**config.mk**
```make
export PLATFORM = sky130hd
export DESIGN_NAME = cpu_mem_arbiter_flat
export DESIGN_NICKNAME = d
export VERILOG_FILES = /design/src/rtl/cpu_mem_arbiter_if.sv /design/src/rtl/cpu_mem_arbiter.sv /design/src/flat_wrapper.sv
export SDC_FILE = /design/constraint.sdc
export NUM_CORES = 1
export LEC_CHECK = 0
export CORE_MARGIN = 8
export CORE_UTILIZATION = 44
export DETAILED_ROUTE_END_ITERATION = 6
export PLACE_DENSITY_LB_ADDON = 0.15
export SLEW_MARGIN = 40
export SYNTH_ARGS = -nofsm -noshare
export SYNTH_HDL_FRONTEND = slang
export SYNTH_SLANG_ARGS = --single-unit
```
**constraint.sdc**
```tcl
create_clock -name clk -period 4.8 [get_ports clk]
set_clock_uncertainty 0.15 [all_clocks]
set_input_delay 0.48 -clock clk [delete_from_list [all_inputs] [get_ports clk]]
set_output_delay 0.48 -clock clk [all_outputs]
set_load 0.03 [all_outputs]
```
**src/rtl/cpu_mem_arbiter_if.sv**
```systemverilog
// ---------------------------------------------------------------------------
// cpu_mem_arbiter_if
// Pipelined Wishbone bus between the CPU memory arbiter (master) and the
// memory/peripheral fabric (slave).
//
// Signals (named from the master's point of view):
//   o_wb_cyc    master -> slave   bus cycle in progress
//   o_wb_stb    master -> slave   request strobe, held while stalled
//   o_we        master -> slave   1 = write
//   o_addr      master -> slave   word-aligned byte address
//   o_data      master -> slave   write data, replicated across lanes
//   o_wb_sel    master -> slave   byte-lane select
//   i_data      slave  -> master  read data
//   i_wb_ack    slave  -> master  access acknowledged
//   i_wb_stall  slave  -> master  request not accepted this cycle
//   i_wb_err    slave  -> master  access failed
// ---------------------------------------------------------------------------
interface cpu_mem_arbiter_if #(
    parameter int ADDR_W = 32
) ();
    logic              o_wb_cyc;
    logic              o_wb_stb;
    logic              o_we;
    logic [ADDR_W-1:0] o_addr;
    logic [31:0]       o_data;
    logic [3:0]        o_wb_sel;
    logic [31:0]       i_data;
    logic              i_wb_ack;
    logic              i_wb_stall;
    logic              i_wb_err;

    modport master (
        output o_wb_cyc, o_wb_stb, o_we, o_addr, o_data, o_wb_sel,
        input  i_data, i_wb_ack, i_wb_stall, i_wb_err
    );

    modport slave (
        input  o_wb_cyc, o_wb_stb, o_we, o_addr, o_data, o_wb_sel,
        output i_data, i_wb_ack, i_wb_stall, i_wb_err
    );
endinterface

```
**src/rtl/cpu_mem_arbiter.sv**
```systemverilog
// ---------------------------------------------------------------------------
// cpu_mem_arbiter
// Shared pipelined-Wishbone master for the CPU. N_CH requesters (ch0 = fetch,
// ch1 = load/store, higher channels for DMA/debug) are granted round-robin,
// one access in flight. Handles byte/half/word lane selection, read
// sign/zero extension, misalignment, bus error and ack timeout.
//
// Ports:
//   clk, reset            clock (posedge), asynchronous active-high reset
//   i_req[N_CH]           per-channel request level, held until done/err
//   i_we[N_CH]            per-channel write enable
//   i_size[2*N_CH]        per-channel size: 0 byte, 1 half, 2 word, 3 invalid
//   i_signed[N_CH]        per-channel sign-extend read data
//   i_addr[ADDR_W*N_CH]   per-channel byte address
//   i_wdata[32*N_CH]      per-channel right-justified write data
//   o_done[N_CH]          one-cycle pulse, access completed
//   o_err[N_CH]           one-cycle pulse, access failed
//   o_rdata[32]           extended read data of the last completed read
//   wb                    Wishbone master modport
// ---------------------------------------------------------------------------
module cpu_mem_arbiter #(
    parameter int N_CH      = 2,
    parameter int ADDR_W    = 32,
    parameter int TIMEOUT_W = 8
) (
    input  logic                   clk,
    input  logic                   reset,
    input  logic [N_CH-1:0]        i_req,
    input  logic [N_CH-1:0]        i_we,
    input  logic [2*N_CH-1:0]      i_size,
    input  logic [N_CH-1:0]        i_signed,
    input  logic [ADDR_W*N_CH-1:0] i_addr,
    input  logic [32*N_CH-1:0]     i_wdata,
    output logic [N_CH-1:0]        o_done,
    output logic [N_CH-1:0]        o_err,
    output logic [31:0]            o_rdata,
    cpu_mem_arbiter_if.master      wb
);
    localparam int CH_W = (N_CH > 1) ? $clog2(N_CH) : 1;
    localparam logic [TIMEOUT_W-1:0] TLAST = TIMEOUT_W'((2 ** TIMEOUT_W) - 2);

    typedef enum logic [2:0] {S_IDLE, S_REQ, S_WAIT, S_DONE, S_FAIL} state_t;

    state_t                r_state;
    logic [CH_W-1:0]       r_ptr;
    logic [CH_W-1:0]       r_grant;
    logic [1:0]            r_size;
    logic                  r_signed;
    logic [1:0]            r_lane;
    logic [TIMEOUT_W-1:0]  r_timer;
    logic                  r_misPend;
    logic [N_CH-1:0]       r_done;
    logic [N_CH-1:0]       r_err;
    logic [31:0]           r_rdata;

    logic [CH_W-1:0]       w_grant;
    logic                  w_anyReq;
    int                    w_idx;
    logic                  w_we;
    logic [1:0]            w_size;
    logic                  w_signed;
    logic [ADDR_W-1:0]     w_addr;
    logic [31:0]           w_wdata;
    logic                  w_misalign;
    logic [3:0]            w_sel;
    logic [31:0]           w_data;
    logic [N_CH-1:0]       w_grantOh;
    logic [CH_W-1:0]       w_nextPtr;
    logic [31:0]           w_shifted;
    logic [31:0]           w_rdExt;

    assign o_done  = r_done;
    assign o_err   = r_err;
    assign o_rdata = r_rdata;

    // Round-robin pick: walk offsets from the highest down so the last
    // match written is the requester closest at or after the pointer.
    always_comb begin
        w_grant  = r_ptr;
        w_anyReq = 1'b0;
        w_idx    = 0;
        for (int k = N_CH - 1; k >= 0; k--) begin
            w_idx = int'(r_ptr) + k;
            if (w_idx >= N_CH) begin
                w_idx = w_idx - N_CH;
            end
            if (i_req[CH_W'(w_idx)]) begin
                w_grant  = CH_W'(w_idx);
                w_anyReq = 1'b1;
            end
        end
    end

    // Steer the candidate channel's request fields, and decode the current
    // grant into a one-hot mask for the done/err pulses.
    always_comb begin
        w_we      = 1'b0;
        w_size    = 2'd0;
        w_signed  = 1'b0;
        w_addr    = '0;
        w_wdata   = 32'd0;
        w_grantOh = '0;
        for (int k = 0; k < N_CH; k++) begin
            if (w_grant == CH_W'(k)) begin
                w_we     = i_we[k];
                w_size   = i_size[2*k +: 2];
                w_signed = i_signed[k];
                w_addr   = i_addr[ADDR_W*k +: ADDR_W];
                w_wdata  = i_wdata[32*k +: 32];
            end
            w_grantOh[k] = (r_grant == CH_W'(k));
        end
    end

    // Byte-lane select and lane replication for the candidate request; size 3
    // is folded into the misalignment check so it never reaches the bus.
    always_comb begin
        w_sel  = 4'hF;
        w_data = w_wdata;
        case (w_size)
            2'd0: begin
                w_sel  = 4'b0001 << w_addr[1:0];
                w_data = {4{w_wdata[7:0]}};
            end
            2'd1: begin
                w_sel  = 4'b0011 << w_addr[1:0];
                w_data = {2{w_wdata[15:0]}};
            end
            default: begin
            end
        endcase
        w_misalign = (w_size == 2'd3) ||
                     (w_size == 2'd1 && w_addr[0]) ||
                     (w_size == 2'd2 && w_addr[1:0] != 2'b00);
        w_nextPtr  = (r_grant == CH_W'(N_CH - 1)) ? '0 : r_grant + 1'b1;
    end

    // Read lane: shift the addressed lane down to bit 0, then extend
    // according to the latched size and signedness.
    always_comb begin
        w_shifted = wb.i_data >> {r_lane, 3'b000};
        case (r_size)
            2'd0:    w_rdExt = r_signed ? {{24{w_shifted[7]}}, w_shifted[7:0]}
                                        : {24'd0, w_shifted[7:0]};
            2'd1:    w_rdExt = r_signed ? {{16{w_shifted[15]}}, w_shifted[15:0]}
                                        : {16'd0, w_shifted[15:0]};
            default: w_rdExt = w_shifted;
        endcase
    end

    // Access sequencer. All bus controls and pulses are registered. A
    // misaligned request spends one silent cycle in FAIL (r_misPend) before
    // pulsing o_err, so the requester sees the error two cycles after asking,
    // then FAIL returns to IDLE after the pulse just like the bus-error path.
    always_ff @(posedge clk or posedge reset) begin
        if (reset) begin
            r_state     <= S_IDLE;
            r_ptr       <= '0;
            r_grant     <= '0;
            r_size      <= 2'd0;
            r_signed    <= 1'b0;
            r_lane      <= 2'd0;
            r_timer     <= '0;
            r_misPend   <= 1'b0;
            r_done      <= '0;
            r_err       <= '0;
            r_rdata     <= 32'd0;
            wb.o_wb_cyc <= 1'b0;
            wb.o_wb_stb <= 1'b0;
            wb.o_we     <= 1'b0;
            wb.o_addr   <= '0;
            wb.o_data   <= 32'd0;
            wb.o_wb_sel <= 4'd0;
        end else begin
            r_done <= '0;
            r_err  <= '0;
            case (r_state)
                S_IDLE: begin
                    if (w_anyReq) begin
                        r_grant  <= w_grant;
                        r_size   <= w_size;
                        r_signed <= w_signed;
                        r_lane   <= w_addr[1:0];
                        if (w_misalign) begin
                            r_misPend <= 1'b1;
                            r_state   <= S_FAIL;
                        end else begin
                            wb.o_wb_cyc <= 1'b1;
                            wb.o_wb_stb <= 1'b1;
                            wb.o_we     <= w_we;
                            wb.o_addr   <= {w_addr[ADDR_W-1:2], 2'b00};
                            wb.o_data   <= w_data;
                            wb.o_wb_sel <= w_sel;
                            r_state     <= S_REQ;
                        end
                    end
                end
                S_REQ, S_WAIT: begin
                    if (r_state == S_REQ && wb.i_wb_stall) begin
                        r_state <= S_REQ;
                    end else if (wb.i_wb_err) begin
                        wb.o_wb_cyc <= 1'b0;
                        wb.o_wb_stb <= 1'b0;
                        r_err       <= w_grantOh;
                        r_state     <= S_FAIL;
                    end else if (wb.i_wb_ack) begin
                        wb.o_wb_cyc <= 1'b0;
                        wb.o_wb_stb <= 1'b0;
                        r_done      <= w_grantOh;
                        if (!wb.o_we) begin
                            r_rdata <= w_rdExt;
                        end
                        r_state <= S_DONE;
                    end else if (r_state == S_REQ) begin
                        wb.o_wb_stb <= 1'b0;
                        r_timer     <= '0;
                        r_state     <= S_WAIT;
                    end else if (r_timer == TLAST) begin
                        wb.o_wb_cyc <= 1'b0;
                        r_err       <= w_grantOh;
                        r_state     <= S_FAIL;
                    end else begin
                        r_timer <= r_timer + 1'b1;
                    end
                end
                S_DONE: begin
                    r_ptr   <= w_nextPtr;
                    r_state <= S_IDLE;
                end
                S_FAIL: begin
                    if (r_misPend) begin
                        r_misPend <= 1'b0;
                        r_err     <= w_grantOh;
                    end else begin
                        r_ptr   <= w_nextPtr;
                        r_state <= S_IDLE;
                    end
                end
                default: r_state <= S_IDLE;
            endcase
        end
    end
endmodule
```
**src/flat_wrapper.sv**
```systemverilog
// flat-port wrapper written by rule: the top's interface ports become plain ports
module cpu_mem_arbiter_flat 
#(
    parameter int N_CH      = 2,
    parameter int ADDR_W    = 32,
    parameter int TIMEOUT_W = 8
)
  (clk, reset, i_req, i_we, i_size, i_signed, i_addr, i_wdata, o_done, o_err, o_rdata, wb_o_wb_cyc, wb_o_wb_stb, wb_o_we, wb_o_addr, wb_o_data, wb_o_wb_sel, wb_i_data, wb_i_wb_ack, wb_i_wb_stall, wb_i_wb_err);
  cpu_mem_arbiter_if #(.ADDR_W(ADDR_W)) wb_i ();
  input  logic clk;
  input  logic reset;
  input  logic [N_CH-1:0] i_req;
  input  logic [N_CH-1:0] i_we;
  input  logic [2*N_CH-1:0] i_size;
  input  logic [N_CH-1:0] i_signed;
  input  logic [ADDR_W*N_CH-1:0] i_addr;
  input  logic [32*N_CH-1:0] i_wdata;
  output logic [N_CH-1:0] o_done;
  output logic [N_CH-1:0] o_err;
  output logic [31:0] o_rdata;
  output wire logic [$bits(wb_i.o_wb_cyc)-1:0] wb_o_wb_cyc;
  output wire logic [$bits(wb_i.o_wb_stb)-1:0] wb_o_wb_stb;
  output wire logic [$bits(wb_i.o_we)-1:0] wb_o_we;
  output wire logic [$bits(wb_i.o_addr)-1:0] wb_o_addr;
  output wire logic [$bits(wb_i.o_data)-1:0] wb_o_data;
  output wire logic [$bits(wb_i.o_wb_sel)-1:0] wb_o_wb_sel;
  input wire logic [$bits(wb_i.i_data)-1:0] wb_i_data;
  input wire logic [$bits(wb_i.i_wb_ack)-1:0] wb_i_wb_ack;
  input wire logic [$bits(wb_i.i_wb_stall)-1:0] wb_i_wb_stall;
  input wire logic [$bits(wb_i.i_wb_err)-1:0] wb_i_wb_err;
  assign wb_o_wb_cyc = wb_i.o_wb_cyc;
  assign wb_o_wb_stb = wb_i.o_wb_stb;
  assign wb_o_we = wb_i.o_we;
  assign wb_o_addr = wb_i.o_addr;
  assign wb_o_data = wb_i.o_data;
  assign wb_o_wb_sel = wb_i.o_wb_sel;
  assign wb_i.i_data = wb_i_data;
  assign wb_i.i_wb_ack = wb_i_wb_ack;
  assign wb_i.i_wb_stall = wb_i_wb_stall;
  assign wb_i.i_wb_err = wb_i_wb_err;
  cpu_mem_arbiter #(.N_CH(N_CH), .ADDR_W(ADDR_W), .TIMEOUT_W(TIMEOUT_W)) u_core (.clk(clk), .reset(reset), .i_req(i_req), .i_we(i_we), .i_size(i_size), .i_signed(i_signed), .i_addr(i_addr), .i_wdata(i_wdata), .o_done(o_done), .o_err(o_err), .o_rdata(o_rdata), .wb(wb_i));
endmodule
```
---- Word-level counts from Yosys, hierarchy flattened ----
Cells that the tools add are included.
word-level totals
  register bits after elaboration ......... 124
  input port bits ......................... 175
  output and inout port bits .............. 107
  logic and storage cells ................. 137
cells by class
  add/sub/neg operators ................... 5
  order comparisons ....................... 4
  equal/unequal tests ..................... 19
  shift operators ......................... 3
  multiplexer cells ....................... 61
  bitwise operators ....................... 6
  reductions and logical operators ........ 22
operator list
  kind                                                number
  two-way mux 32 bit                                  4
  case mux 32 bit (2 select lines)                    2
  right shift 32 x 5 -> 32 bit                        1
  two-way mux 1 bit                                   27
  two-way mux 3 bit                                   8
  two-way mux 2 bit                                   11
  two-way mux 8 bit                                   2
  AND reduction 5 bit                                 3
  case mux 3 bit (3 select lines)                     1
  AND reduction 3 bit                                 3
  adder 8 x 1 -> 8 bit, second input constant         1
  == test 8 bit, second input constant                1
  != test 4 x 3 -> 1 bit, second input constant       2
  case mux 1 bit (2 select lines)                     4
  case mux 4 bit (2 select lines)                     1
  nonzero test 2 bit                                  4
  == test 3 x 2 -> 1 bit, second input constant       2
  < comparator 1 x 3 -> 1 bit, second input constant  2
  != test 2 x 1 -> 1 bit, second input constant       3
  != test 2 bit, second input constant                3
  != test 6 x 3 -> 1 bit, second input constant       1
  inverter 1 bit                                      6
  AND reduction 6 bit                                 1
  == test 2 x 1 -> 1 bit, second input constant       2
  18 further kinds                                    25

---- Longest topological paths before layout ----
  depth after elaboration ................. 16
  mapped depth ............................ 8
  mapped depth without buffers ............ 6

---- Worst setup path before layout ----
Ideal clock, no wire load.
  path type ............................... reg2reg
  from .................................... reg u_core.r_ptr
  to ...................................... reg u_core.wb.o_addr[10]
  library setup time ...................... 0.127 ns
  arrival time ............................ 1.861 ns
  required time ........................... 4.523 ns
  path slack .............................. 2.661 ns
  cell stages (with the launch flop) ...... 8
  buffers on the path ..................... 3
  clock period less this slack ............ 2.139 ns
  cells stage by stage .................... dfrtp_1 -> buf_6 -> mux2i_4 -> nand3_2 -> a21boi_2 -> buf_4 -> buf_6 -> mux2_1
on the way
  longest elaborated chain between the ends .. 12
  elaborated cells between the ends (all ways) .. 21
  those cells by class .................... 3 x add/sub; 2 x order compare; 3 x eq/ne; 6 x mux; 1 x bitwise; 6 x reduce/logical
RTL lines
  what                                                     line                                          source
  start, declared                                          cpu_mem_arbiter.sv:45                         logic [CH_W-1:0] r_ptr;
  start signal, assigned                                   cpu_mem_arbiter.sv:227                        r_ptr <= w_nextPtr;
  start signal, assigned                                   cpu_mem_arbiter.sv:235                        r_ptr <= w_nextPtr;
  adder 1 x 1 -> 2 bit                                     cpu_mem_arbiter.sv:83                         w_idx = int'(r_ptr) + k;
  >= comparator 2 bit or subtractor 1 bit (tied branches)  cpu_mem_arbiter.sv:84, cpu_mem_arbiter.sv:85
  two-way mux 1 bit                                        cpu_mem_arbiter.sv:84                         if (w_idx >= N_CH) begin
  two-way mux 1 bit                                        cpu_mem_arbiter.sv:87                         if (i_req[CH_W'(w_idx)]) begin
  two-way mux 1 bit (*)                                    cpu_mem_arbiter.sv:87
  two-way mux 2 bit                                        cpu_mem_arbiter.sv:104                        if (w_grant == CH_W'(k)) begin
  == test 2 x 1 -> 1 bit                                   cpu_mem_arbiter.sv:133                        (w_size == 2'd1 && w_addr[0]) ||
  logical AND 1 bit                                        cpu_mem_arbiter.sv:133
  logical OR 1 bit                                         cpu_mem_arbiter.sv:132                        w_misalign = (w_size == 2'd3) ||
  logical OR 1 bit                                         cpu_mem_arbiter.sv:133
  inverter 1 bit (no source line)                          --
  AND reduction 3 bit (no source line)                     --
  end signal, assigned                                     cpu_mem_arbiter.sv:191                        wb.o_addr <= {w_addr[ADDR_W-1:2], 2'b00};
  end, declared                                            cpu_mem_arbiter_if.sv:33                      output o_wb_cyc, o_wb_stb, o_we, o_addr, o_data, o_wb_sel,
Every way passes the cells marked *; elsewhere a longest branch is shown, timed or not.
A chain may end at the register's enable or synchronous reset.

---- Final worst setup path ----
  from .................................... reg u_core.r_ptr
  to ...................................... reg u_core.wb.o_data[21]
on the way
  longest elaborated chain between the ends .. 12
  elaborated cells between the ends (all ways) .. 24
  those cells by class .................... 3 x add/sub; 2 x order compare; 3 x eq/ne; 8 x mux; 1 x bitwise; 7 x reduce/logical
RTL lines
  what                                                     line                                            source
  adder 1 x 1 -> 2 bit                                     cpu_mem_arbiter.sv:83
  >= comparator 2 bit or subtractor 1 bit (tied branches)  cpu_mem_arbiter.sv:84, cpu_mem_arbiter.sv:85
  two-way mux 1 bit                                        cpu_mem_arbiter.sv:84
  two-way mux 1 bit                                        cpu_mem_arbiter.sv:87
  two-way mux 1 bit (*)                                    cpu_mem_arbiter.sv:87
  two-way mux 2 bit                                        cpu_mem_arbiter.sv:104
  == test 2 x 1 -> 1 bit                                   cpu_mem_arbiter.sv:120, cpu_mem_arbiter.sv:133
  logical AND 1 bit                                        cpu_mem_arbiter.sv:133
  logical OR 1 bit                                         cpu_mem_arbiter.sv:132
  logical OR 1 bit                                         cpu_mem_arbiter.sv:133
  inverter 1 bit (no source line)                          --
  AND reduction 3 bit (no source line)                     --
  end signal, assigned                                     cpu_mem_arbiter.sv:192                          wb.o_data <= w_data;
  end, declared                                            cpu_mem_arbiter_if.sv:33
Marked as above.

==> results.yml <==
logic_synthesis:
  synth-simple-area-share_pct: 8.27
  synth_seq_area_share_pct: 45.7
  synth_compound_area_share_pct: 12.7
  synthMuxAreaShare_pct: 28.4
  ys_ff_latch: 124
  synth_edf_count: 0
  synth-xor-area-share_pct: 0.129
  yosysWarnings: 0
  synth_top_family_by_area: "multiplexers"
  synth_adder_area_share_pct: 0.368
  synthFlopType: "dfrtp_1"
  syn_area_per_cell_sq_um: 11.4
  synth_area_sq_um: 6790
  synth_cell_type_count: 61
  async_reset_ff_share_pct: 100
  syn_inst: 596
detailed_routing:
  drc: 0
  drt_iter0_drc: 281
  vias_per_cell: 5.39
  vias: 5704
  drt_wl_total_microns: 21800
  routedWlPerCell_microns: 20.6
  ant_nets: 0
  first_pass_iters: 4
floorplan:
  die_h_microns: 140
  die_w_microns: 140
  io_pins: 282
  dieArea_sq_um: 19700
  core_sq_um: 15100
  rows: 45
  start_util_pct: 44.8
sta:
  hold_violations: 0
  worst_pin_slew_ns: 0.783
  relSlewSlack_pct: 46.7
  timing.final.crit_share_pct: 64.5
  finalSetupViolations: 0
  fin_setup_tns_ns: 0
  rsz0062_at_grt: "false"
  timing.final.max_slew_violations: 0
  layout_min_cycle_time_ns: 3.09
  fmax_mhz: 323
power:
  p_clk_share_pct: 19.2
  ir_worst_vdd_uv: 323
  comb_power_share_pct: 53.3
  power_frac_seq_pct: 27.5
  leakagePower_nw: 4.34
  p_int_mw: 4.07
  swShare_pct: 41.0
  p_switching_mw: 2.82
  power.density_nw_per_um2: 670
cts:
  clk_latency_ns: 0.42
  clock-sinks: 124
  clock-root-buffer: "clkbuf_16"
  hold_buffers: 0
  cts_max_path_buffers: 2
  post_cts_resized: 0
  cts_tree: "built"
  postCtsSetupBuffers: 0
  clk_pin_slew_ns: 0.05
  cts-buffers-inserted: 17
  cts_htree_levels: 4
grt:
  grt_max_degree: 55
  track_usage_pct: 22.2
  grt_pass1_vias: 6399
  grt_pass1_wl_microns: 34100
  grt_remaining_overflow: 0
  grt_antenna_before_repair: 0
critical_path:
  crit_path_end_kind: "flop"
  worst-path-max-fanout: 43
  required_ns: 4.95
  cp.arrival_ns: 3.24
  worst_setup_path_start_kind: "flop"
  crit_type: "reg2reg"
outcome:
  status: "finished clean"
final_layout:
  fin_area_sq_um: 10300
  drive_above_1_share_pct: 14.2
  nNetsFinal: 1036
  area_delta_synth_final_pct: 51.4
  final_cell_count_no_fill: 1059
  fillers: 1163
  antenna_cells: 0
  final_core_util_pct: 67.9
job:
  cap_violations: 0
place:
  gp_congestion: 0.829
  io_buffers: 278
  placed_cell_area_sq_um: 9680
  dpl.hpwl_microns: 16800
  placedCellCount: 1028
hold_path:
  hp-class: "reg2reg"
-- layout make-up --
cell class	count	area (sq um)	share of cell area, %
timing repair buffer	286	2840	27.6
inverter	18	70.1	0.681
sequential	124	3110	30.2
tap	188	235	2.29
multi-input combinational	412	3420	33.3
clock buffer	25	495	4.82
clock inverter	6	110	1.07
-- synthesized netlist by cell type, types with 3 or more instances --
library cell	number	area share (%)
o22ai_1	10	0.92
o21ai_0	24	1.8
nor3_1	3	0.22
a211oi_1	7	0.77
inv_1	18	0.99
o211ai_1	8	0.88
buf_4	5	0.55
nor2b_1	10	0.92
mux2_1	40	6.6
a21oi_1	28	2.1
mux2_2	69	11
o311ai_0	3	0.39
buf_1	3	0.17
clkbuf_1	15	0.83
buf_2	16	1.2
dfrtp_1	124	46
mux2i_1	62	9.1
and2_1	17	1.6
nand2b_1	3	0.28
o31ai_1	4	0.44
nor2_1	34	1.9
or4_1	3	0.33
nand3_1	5	0.37
o22a_1	17	2.2
nand2_1	18	0.99
buf_6	4	0.66
-- registers in the layout, indices dropped and copies added, names as in the netlist --
| register | cells |
|---|---|
| u_core.wb.o_wb_cyc | 1 |
| u_core.r_misPend | 1 |
| u_core.r_signed | 1 |
| u_core.o_err | 2 |
| u_core.wb.o_data | 32 |
| u_core.o_done | 2 |
| u_core.r_ptr | 1 |
| u_core.wb.o_wb_sel | 4 |
| u_core.wb.o_we | 1 |
| u_core.r_size | 2 |
| u_core.r_grant | 1 |
| u_core.r_lane | 2 |
| u_core.r_timer | 8 |
| u_core.wb.o_wb_stb | 1 |
| u_core.wb.o_addr | 30 |
| u_core.r_state | 3 |
| u_core.o_rdata | 32 |
-- metrics by stage --
step | total power [mW] | setup WS (ns) | hold WS, ns
2_1_floorplan | 4.13 | 0.871 | 0.292
3_3_place_gp | 5.51 | 1.58 | 0.316
3_5_place_dp | 5.59 | 1.53 | 0.324
4_1_cts | 6.95 | 1.67 | 0.336
5_1_grt | 7.24 | 1.55 | 0.340
6_report | 6.89 | 1.71 | 0.332
-- final timing paths --
check	startpoint	to	slack (ns)	depth (start not counted)
setup / recovery	u_core.r_ptr	u_core.wb.o_data[21]	1.71	5
hold / removal	u_core.wb.o_addr[14]	u_core.wb.o_addr[14]	0.33	1
min in group asynchronous	reset	u_core.o_rdata[25]	0.39	2
hold reg to reg	u_core.wb.o_addr[14]	u_core.wb.o_addr[14]	0.33	1
setup reg to reg	u_core.r_ptr	u_core.wb.o_data[21]	1.71	5
max in group asynchronous	reset	u_core.r_ptr	3.11	3
-- power by group through the flow --
stage / logic, mW / clock network, mW / registers, mW
after global placement: 3.63 / 0 / 1.88
final: 3.67 / 1.32 / 1.90
after CTS: 3.71 / 1.34 / 1.90
after detailed placement: 3.68 / 0 / 1.91
after floorplan: 1.49 / 0 / 2.64
after global routing: 3.89 / 1.39 / 1.96
-- layer usage --
metal | global-route usage, % | part of all wire (%) | vias up | wire [microns]
met5 | 0 | 0 | - | 0
met4 | 8.69 | 2.1 | 0 | 449
met3 | 8.56 | 8.1 | 26 | 1760
met2 | 39.3 | 52 | 186 | 11400
met1 | 23.4 | 38 | 2792 | 8200
li1 | - | - | 2700 | -
-- critical path, stage by stage, from the launching register on --
cell	delay (ns)
dfrtp_4	0.64
mux2i_4	0.75
nand3_2	0.26
a21boi_4	0.22
buf_4	0.52
mux2_2	0.41
-- layout by cell type, fill, tap and decap left out, types with 3 or more instances in the layout --
cell,instances
a211oi_1,7
clkbuf_16,17
nand2b_1,3
mux2i_1,61
nand2_1,18
dfrtp_1,122
o211ai_1,8
and2_1,17
mux2_2,69
inv_1,17
o31ai_1,4
nor2_1,34
buf_4,8
nor2b_1,10
mux2_1,40
nand3_1,5
or4_1,3
a21oi_1,28
bufinv_16,3
o22a_1,17
mux2i_4,3
o21ai_0,24
o311ai_0,3
o22ai_1,10
clkbuf_1,4
clkbuf_8,4
clkdlybuf4s50_1,278
-- logic make-up (layout without fill, tap and decap cells) --
kind of cell,count (synthesis),after routing
muxes,175,175
AOI/OAI and AO/OA,125,125
DFF,124,124
and+or+nand+nor,107,107
buffers and inverters,61,335
adders and majority gates,2,2
other,1,2
xor gates and xnor gates,1,1
Power figures use the tool's default switching activity.
